`config.mk`:
```
export PLATFORM = sky130hd
export DESIGN_NAME = product_accumulator
export DESIGN_NICKNAME = d
export VERILOG_FILES = /design/src/rtl/product_accumulator.sv
export SDC_FILE = /design/constraint.sdc
export NUM_CORES = 1
export LEC_CHECK = 0
export BUFFER_PORTS_ARGS = -buffer_cell sky130_fd_sc_hd__buf_4
export CELL_PAD_IN_SITES_DETAIL_PLACEMENT = 0
export CELL_PAD_IN_SITES_GLOBAL_PLACEMENT = 1
export CORE_MARGIN = 2
export CORE_UTILIZATION = 40
export DETAILED_ROUTE_END_ITERATION = 6
export PLACE_DENSITY_LB_ADDON = 0.1
export SLEW_MARGIN = 30
export SYNTH_ARGS = -nofsm -noshare
export SYNTH_HDL_FRONTEND = slang
export SYNTH_SLANG_ARGS = --single-unit
```
`constraint.sdc`:
```
create_clock -name clk -period 3.58 [get_ports clk]
set_input_delay 0.358 -clock clk [delete_from_list [all_inputs] [get_ports clk]]
set_output_delay 0.358 -clock clk [all_outputs]
set_load 0.01 [all_outputs]
```
`src/rtl/product_accumulator.sv`:
```
// -----------------------------------------------------------------------------
// product_accumulator
//   Downstream stage of the pipelined multiplier. Sums LEN consecutive valid
//   products into one frame sum and presents it on a valid/ready register.
//   The multiplier cannot be stalled, so a completed sum that cannot be
//   delivered is dropped and flagged with the sticky ovr bit.
//
//   Optional feature macro: SATURATE_EN
//     defined   : additions clamp to 2^ACC_W-1 and sat reports a clamped frame
//     undefined : additions wrap modulo 2^ACC_W and sat is tied 0
//
// Ports
//   clk      in   rising-edge clock
//   rst      in   asynchronous reset, active-high
//   product  in   [P_W]   unsigned product from the multiplier
//   prod_vld in   product valid strobe (may be back-to-back)
//   clr      in   synchronous frame abort (clears acc, cnt, ovr)
//   sum_out  out  [ACC_W] completed frame sum
//   sum_vld  out  sum_out valid
//   sum_rdy  in   consumer accepts sum_out on a posedge with sum_vld=1
//   cnt      out  [CNT_W] products accumulated in the current frame
//   ovr      out  sticky: a completed sum was dropped
//   sat      out  sum_out was clamped (SATURATE_EN only)
// -----------------------------------------------------------------------------
module product_accumulator #(
    parameter int unsigned P_W   = 11,
    parameter int unsigned LEN   = 8,
    parameter int unsigned ACC_W = 14,
    parameter int unsigned CNT_W = $clog2(LEN + 1)
) (
    input  logic             clk,
    input  logic             rst,
    input  logic [P_W-1:0]   product,
    input  logic             prod_vld,
    input  logic             clr,
    output logic [ACC_W-1:0] sum_out,
    output logic             sum_vld,
    input  logic             sum_rdy,
    output logic [CNT_W-1:0] cnt,
    output logic             ovr,
    output logic             sat
);

    localparam logic [CNT_W-1:0] LAST_POS = CNT_W'(LEN - 1);

    logic [ACC_W-1:0] acc_q,     acc_d;
    logic [CNT_W-1:0] cnt_q,     cnt_d;
    logic [ACC_W-1:0] sum_out_q, sum_out_d;
    logic             sum_vld_q, sum_vld_d;
    logic             ovr_q,     ovr_d;

    logic [ACC_W-1:0] base_c;
    logic [ACC_W-1:0] next_sum_c;
    logic             clamp_c;

`ifdef SATURATE_EN
    logic             frame_sat_q, frame_sat_d;
    logic             sat_q,       sat_d;
    logic [ACC_W:0]   wide_sum_c;
`endif

    // Running-sum adder; position 0 always starts from zero.
    always_comb begin
        base_c = (cnt_q == '0) ? '0 : acc_q;
`ifdef SATURATE_EN
        wide_sum_c = {1'b0, base_c} + (ACC_W + 1)'(product);
        // Once clamped, the frame stays clamped until it completes.
        clamp_c    = wide_sum_c[ACC_W] || ((cnt_q != '0) && frame_sat_q);
        next_sum_c = clamp_c ? '1 : wide_sum_c[ACC_W-1:0];
`else
        clamp_c    = 1'b0;
        next_sum_c = base_c + ACC_W'(product);
`endif
    end

    // Frame position, accumulator and output-stage next state.
    always_comb begin
        acc_d     = acc_q;
        cnt_d     = cnt_q;
        sum_out_d = sum_out_q;
        sum_vld_d = sum_vld_q;
        ovr_d     = ovr_q;
`ifdef SATURATE_EN
        frame_sat_d = frame_sat_q;
        sat_d       = sat_q;
`endif

        // Consumer handshake; a sum completing on this edge overrides below.
        if (sum_vld_q && sum_rdy) begin
            sum_vld_d = 1'b0;
        end

        if (clr) begin
            acc_d = '0;
            cnt_d = '0;
            ovr_d = 1'b0;
`ifdef SATURATE_EN
            frame_sat_d = 1'b0;
`endif
        end else if (prod_vld) begin
            if (cnt_q == LAST_POS) begin
                acc_d = '0;
                cnt_d = '0;
`ifdef SATURATE_EN
                frame_sat_d = 1'b0;
`endif
                if (!sum_vld_q || sum_rdy) begin
                    sum_out_d = next_sum_c;
                    sum_vld_d = 1'b1;
`ifdef SATURATE_EN
                    sat_d     = clamp_c;
`endif
                end else begin
                    // Output still held: drop the new sum, keep the old one.
                    ovr_d = 1'b1;
                end
            end else begin
                acc_d = next_sum_c;
                cnt_d = cnt_q + CNT_W'(1);
`ifdef SATURATE_EN
                frame_sat_d = clamp_c;
`endif
            end
        end
    end

    // State registers.
    always_ff @(posedge clk or posedge rst) begin
        if (rst) begin
            acc_q     <= '0;
            cnt_q     <= '0;
            sum_out_q <= '0;
            sum_vld_q <= 1'b0;
            ovr_q     <= 1'b0;
`ifdef SATURATE_EN
            frame_sat_q <= 1'b0;
            sat_q       <= 1'b0;
`endif
        end else begin
            acc_q     <= acc_d;
            cnt_q     <= cnt_d;
            sum_out_q <= sum_out_d;
            sum_vld_q <= sum_vld_d;
            ovr_q     <= ovr_d;
`ifdef SATURATE_EN
            frame_sat_q <= frame_sat_d;
            sat_q       <= sat_d;
`endif
        end
    end

    assign sum_out = sum_out_q;
    assign sum_vld = sum_vld_q;
    assign cnt     = cnt_q;
    assign ovr     = ovr_q;
`ifdef SATURATE_EN
    assign sat     = sat_q;
`else
    assign sat     = 1'b0;
`endif

endmodule
```
# ---- Word level (Yosys, flattened, before mapping)
# Cells that the tools add are included.
dict set report word_totals {
  regBits 34
  inputBits 16
  output_inout_bits 21
}
dict set report classes {
  n_eq_ne 2
  n_mux 16
  add_sub_neg 2
  n_reduce_logical 8
  n_bitwise 1
}
# operator n
set ops {}
lappend ops {{14-bit 2-to-1 mux} 4}
lappend ops {{14-bit by 11-bit adder with 14-bit output} 1}
lappend ops {{4-bit 2-to-1 mux} 3}
lappend ops {{1-bit 2-to-1 mux} 9}
lappend ops {{4-bit by 1-bit adder with 4-bit output, second input constant} 1}
lappend ops {{4-bit by 3-bit equality test with 1-bit output, second input constant} 1}
lappend ops {{4-bit zero test} 1}
lappend ops {{4-bit AND reduction} 1}
lappend ops {{2-bit nonzero test} 2}
lappend ops {{3-bit AND reduction} 1}
lappend ops {{2-bit inequality test, second input constant} 1}
lappend ops {{1-bit logical AND} 1}
lappend ops {{1-bit zero test} 1}
lappend ops {{1-bit logical OR} 1}
lappend ops {{1-bit inverter} 1}

# ---- Depth between registers and ports, before layout
dict set report depth {
  word_depth 6
  mapped_depth 12
  depth_no_buf 12
}

# ---- Worst setup path before layout
# No wires, ideal clock.
dict set report synth_timing {
  kind {register to register}
  from {register cnt_q[0], in the netlist cnt[0]}
  to {register acc_q[13]}
  arrival_time_ns 2.857
  setup_slack_ns 0.596
  setup_ns 0.127
  synth_period_minus_slack_ns 2.984
  path_stages_with_launch 13
  required_time_ns 3.453
  path_cell_list {dfrtp_1 inv_1 ha_1 nor3b_1 clkbuf_1 nor2b_1 ha_1 a211oi_2 nor2_1 o311a_1 a211o_1 a22oi_1 o21ai_1}
}
dict set report synth_via {
  elab_chain_len 6
  elab_cells_between_ends 7
  classes_between {1 x add/sub; 1 x eq/ne; 4 x mux; 1 x reduce/logical}
}
# element line_no
set synth_lines {}
lappend synth_lines {{from (decl)} 47} ;# logic [CNT_W-1:0] cnt_q, cnt_d;
lappend synth_lines {{from (signal assigned)} 141} ;# cnt_q <= cnt_d;
lappend synth_lines {{4-bit zero test} 64} ;# base_c = (cnt_q == '0) ? '0 : acc_q;
lappend synth_lines {{14-bit 2-to-1 mux} 64}
lappend synth_lines {{14-bit by 11-bit adder with 14-bit output} 72} ;# next_sum_c = base_c + ACC_W'(product);
lappend synth_lines {{14-bit 2-to-1 mux (*)} 101} ;# if (cnt_q == LAST_POS) begin
lappend synth_lines {{14-bit 2-to-1 mux (*)} 100} ;# end else if (prod_vld) begin
lappend synth_lines {{14-bit 2-to-1 mux (*)} 93} ;# if (clr) begin
lappend synth_lines {{to (signal assigned)} 130} ;# acc_q <= '0;
lappend synth_lines {{to (signal assigned)} 140} ;# acc_q <= acc_d;
lappend synth_lines {{to (decl)} 46} ;# logic [ACC_W-1:0] acc_q, acc_d;
# Mark *: on every way between the ends. The rest lies on a longest branch, timed or not. The select of a mux whose other input is x is not followed.
# A chain may end at the register's enable or synchronous reset.

# ---- Final worst setup path
dict set report layout_timing {
  from {register cnt_q[0], in the netlist cnt[0]}
  to {register acc_q[10]}
}
# The elaborated chain is that of the path after synthesis.

==> summary.md <==
| Metric | Value |
|---|---|
| Status | completed |
| WP data arrival | 3240 ps |
| CTS hold repair buffers | 0 |
| Worst Hold Class | input pin to async pin |
| Starting Density | 41.3% |
| Max-cap violations | 0 |
| CTS H-Tree Depth | 2 |
| Placed Cells | 316 |
| Distinct cell type count after synthesis | 53 |
| Most frequent CP cell | ha_1 |
| Tightest Pin Transition | 705 ps |
| Placer Congestion | 0.764 |
| Critical path buffers and inverters | 2 |
| Overall routing resource usage | 17.2% |
| First-pass GRT wire length | 8.05 mm |
| P_int | 632 µW |
| Initial DRC Count | 56 |
| Core ar. | 5110 µm² |
| I/O Pins | 37 |
| Number of vias per cell | 4.96 |
| Share of cells above drive strength 1 | 23.2% |
| Yosys top cell by area | dfrtp_1 |
| CTS root buffer | clkbuf_8 |
| Reg2reg setup slack | 510 ps |
| Post-DP HPWL | 3.17 mm |
| Switch share | 27.6% |
| Max clock buf depth | 2 |
| Antenna diodes | 0 |
| Initial antenna violation count | 0 |
| Synth top area share | 40.4% |
| Reg2reg start | cnt[0]$_DFFE_PP0P_ |
| WS Path Type | flip-flop to flip-flop |
| Post-CTS Resized | 0 |
| VDD IR max | 0.147 mV |
| Row cnt | 26 |
| Final Critical Period | 3070 ps |
| Clock Latency Late Sink | 290 ps |
| Synth Instances | 217 |
| Relative slew slack | 52.8% |
| Clk sinks | 34 |
| Synth Area per Inst | 9.71 µm² |
| Final Max Slew Viols | 0 |
| Worst path max stage delay | 440 ps |
| Most frequent cells after synthesis | 34 x dfrtp_1, 33 x nand2_1, 14 x nor2b_1 |
| Final wirelength | 4.47 mm |
| Vias in the first global route | 1679 |
| Seq/Total Area, Yosys | 40.4% |
| CP Max Fanout | 15 |
| Fin crit share | 85.7% |
| Worst path cell trace | inv_1 > ha_1 > nor3b_1 > buf_12 > nor2b_1 > ha_1 > fa_1 > a21oi_1 > nand4b_1 > nand2_1 > a22oi_1 > mux2i_1 > a221o_1 |
| R2r worst-path depth | 13 |
| Seq pwr share | 46.8% |
| Clock tree from TritonCTS | yes |
| Top Family by Delay on Critical Path | adder cells |
| Die width | 76.6 µm |
| DRC | 0 |
| Slowest-stage cell, CP | dfrtp_1 |
| DR vias | 1607 |
| Critical Path End Type | flip-flop |
| Largest net degree at the start of global routing | 35 |
| Logic pwr share | 19.5% |
| Clk pin slew, worst setup/hold paths | 70 ps |
| Crit start category | flip-flop |
| Post-CTS Setup Bufs | 0 |
| Utilization after layout | 49.2% |
| Die area | 5860 µm² |
| Nets | 283 |
| Routed len/inst | 13.8 µm |
| DR pass1 iterations | 4 |
| Total congestion overflow | 0 |
| RSZ-0062 raised after global routing | false |
| Leak | 0.00128 µW |
| Worst reg2reg path endpoint | acc_q[10]$_DFFE_PP0P_ |
| Fmax | 326 MHz |
| Non-Filler Instances | 324 |
| Synth Warn # | 0 |
| Post-Syn Nets | 247 |
| Final hold vios | 0 |
| Post-Syn Area | 2110 µm² |
| Setup TNS | 0 ps |
| Buffers on Ports | 35 |
| P_sw | 241 µW |
| Most common cell in the synthesized netlist | dfrtp_1 |
| Total CTS buffers | 5 |
| Post-synth EDFFs | 0 |
| P&R area growth vs syn | 19.4% |
| Die H | 76.6 µm |
| Async SR Flop Fraction | 100% |
| Power density over the cells | 347 nW/µm² |
| Area contributors post-synth | dfrtp_1 40%, ha_1 7.7%, nand2_1 5.9% |
| Power share of the clock group | 33.6% |
| Top_reg_cell synth | dfrtp_1 |
| CP Data Required Time | 3750 ps |
| Final setup vio count | 0 |
| Routed Antenna Nets | 0 |
| Clock skew | 7.23 ps |
| Seq cells post-synth | 34 |
cells by family after synthesis:
family,share of synthesized area (%)
and+or+nand+nor,19.5
muxes,3.03
AOI/OAI and AO/OA,18.5
DFF,40.4
other,0.178
buffers and inverters,5.17
xor gates and xnor gates,4.57
adders and majority gates,8.67
cell type report:
type	count	area, µm²
multi-input cells	164	1150
well taps	70	87.6
repair buffers	38	298
clock buffers	7	86.3
flip-flops and latches	34	851
fillers	529	2590
inverters	10	37.5
clock inverters	1	5.00
state kept, by name (all words and copies together), names as in the netlist:
signal   count
acc_q       14
sum_out     14
cnt          4
ovr          1
sum_vld      1
per-layer routing:
metal	GRT usage, %	part of all wire (%)	up-vias
li1	-	-	823
met3	4.15	3.9	6
met1	22.8	48	745
met4	6.00	1.5	0
met2	27.7	46	33
met5	0	0	-
per-stage QoR:
step / power, µW / instance area (µm²) / setup slack [ps] / hold slack (ps)
floorplan: 533 / 2110 / 596 / 465
global placement: 590 / 2420 / 575 / 462
detailed placement: 589 / 2420 / 519 / 466
CTS: 890 / 2510 / 483 / 181
global route: 928 / 2510 / 282 / 229
finish: 873 / 2510 / 510 / 169
placed cells by master (no fill, tap or decap), types with 3 or more instances in the layout:
| cell | netlist | routed |
|---|---|---|
| a21oi_1 | 9 | 9 |
| a21o_1 | 3 | 3 |
| nand3_1 | 3 | 3 |
| xnor2_1 | 6 | 6 |
| nand2b_1 | 3 | 3 |
| nand2_1 | 33 | 33 |
| nor2b_1 | 14 | 14 |
| a22o_1 | 10 | 10 |
| mux2_2 | 3 | 3 |
| o21ai_1 | 3 | 3 |
| xor2_1 | 5 | 5 |
| buf_4 | 1 | 37 |
| inv_1 | 10 | 10 |
| o21ai_0 | 6 | 6 |
| mux2i_1 | 3 | 3 |
| dfrtp_1 | 34 | 34 |
| clkbuf_8 | 0 | 6 |
| nor2_1 | 13 | 12 |
| ha_1 | 13 | 13 |
power by group through the flow:
stage               logic (µW)  clock network [µW]  registers [µW]
finish                     170                 294             409
global route               192                 325             412
CTS                        173                 308             409
detailed placement         173                   0             416
global placement           173                   0             416
floorplan                  117                   0             415
worst max path at each step:
stage / startpoint / endpoint / depth (start not counted)
2_1_floorplan: cnt[0]$_DFFE_PP0P_ / acc_q[13]$_DFFE_PP0P_ / 12
3_3_place_gp: cnt[0]$_DFFE_PP0P_ / acc_q[10]$_DFFE_PP0P_ / 13
6_report: cnt[0]$_DFFE_PP0P_ / acc_q[10]$_DFFE_PP0P_ / 13
5_1_grt: cnt[0]$_DFFE_PP0P_ / acc_q[10]$_DFFE_PP0P_ / 13
3_5_place_dp: cnt[0]$_DFFE_PP0P_ / acc_q[10]$_DFFE_PP0P_ / 13
4_1_cts: cnt[0]$_DFFE_PP0P_ / acc_q[10]$_DFFE_PP0P_ / 13
worst min-delay path, stage by stage:
cell   delay (ps)
buf_4         110
inv_1          40
buf_4         380
No activity file was read; power rests on OpenSTA's default activity.
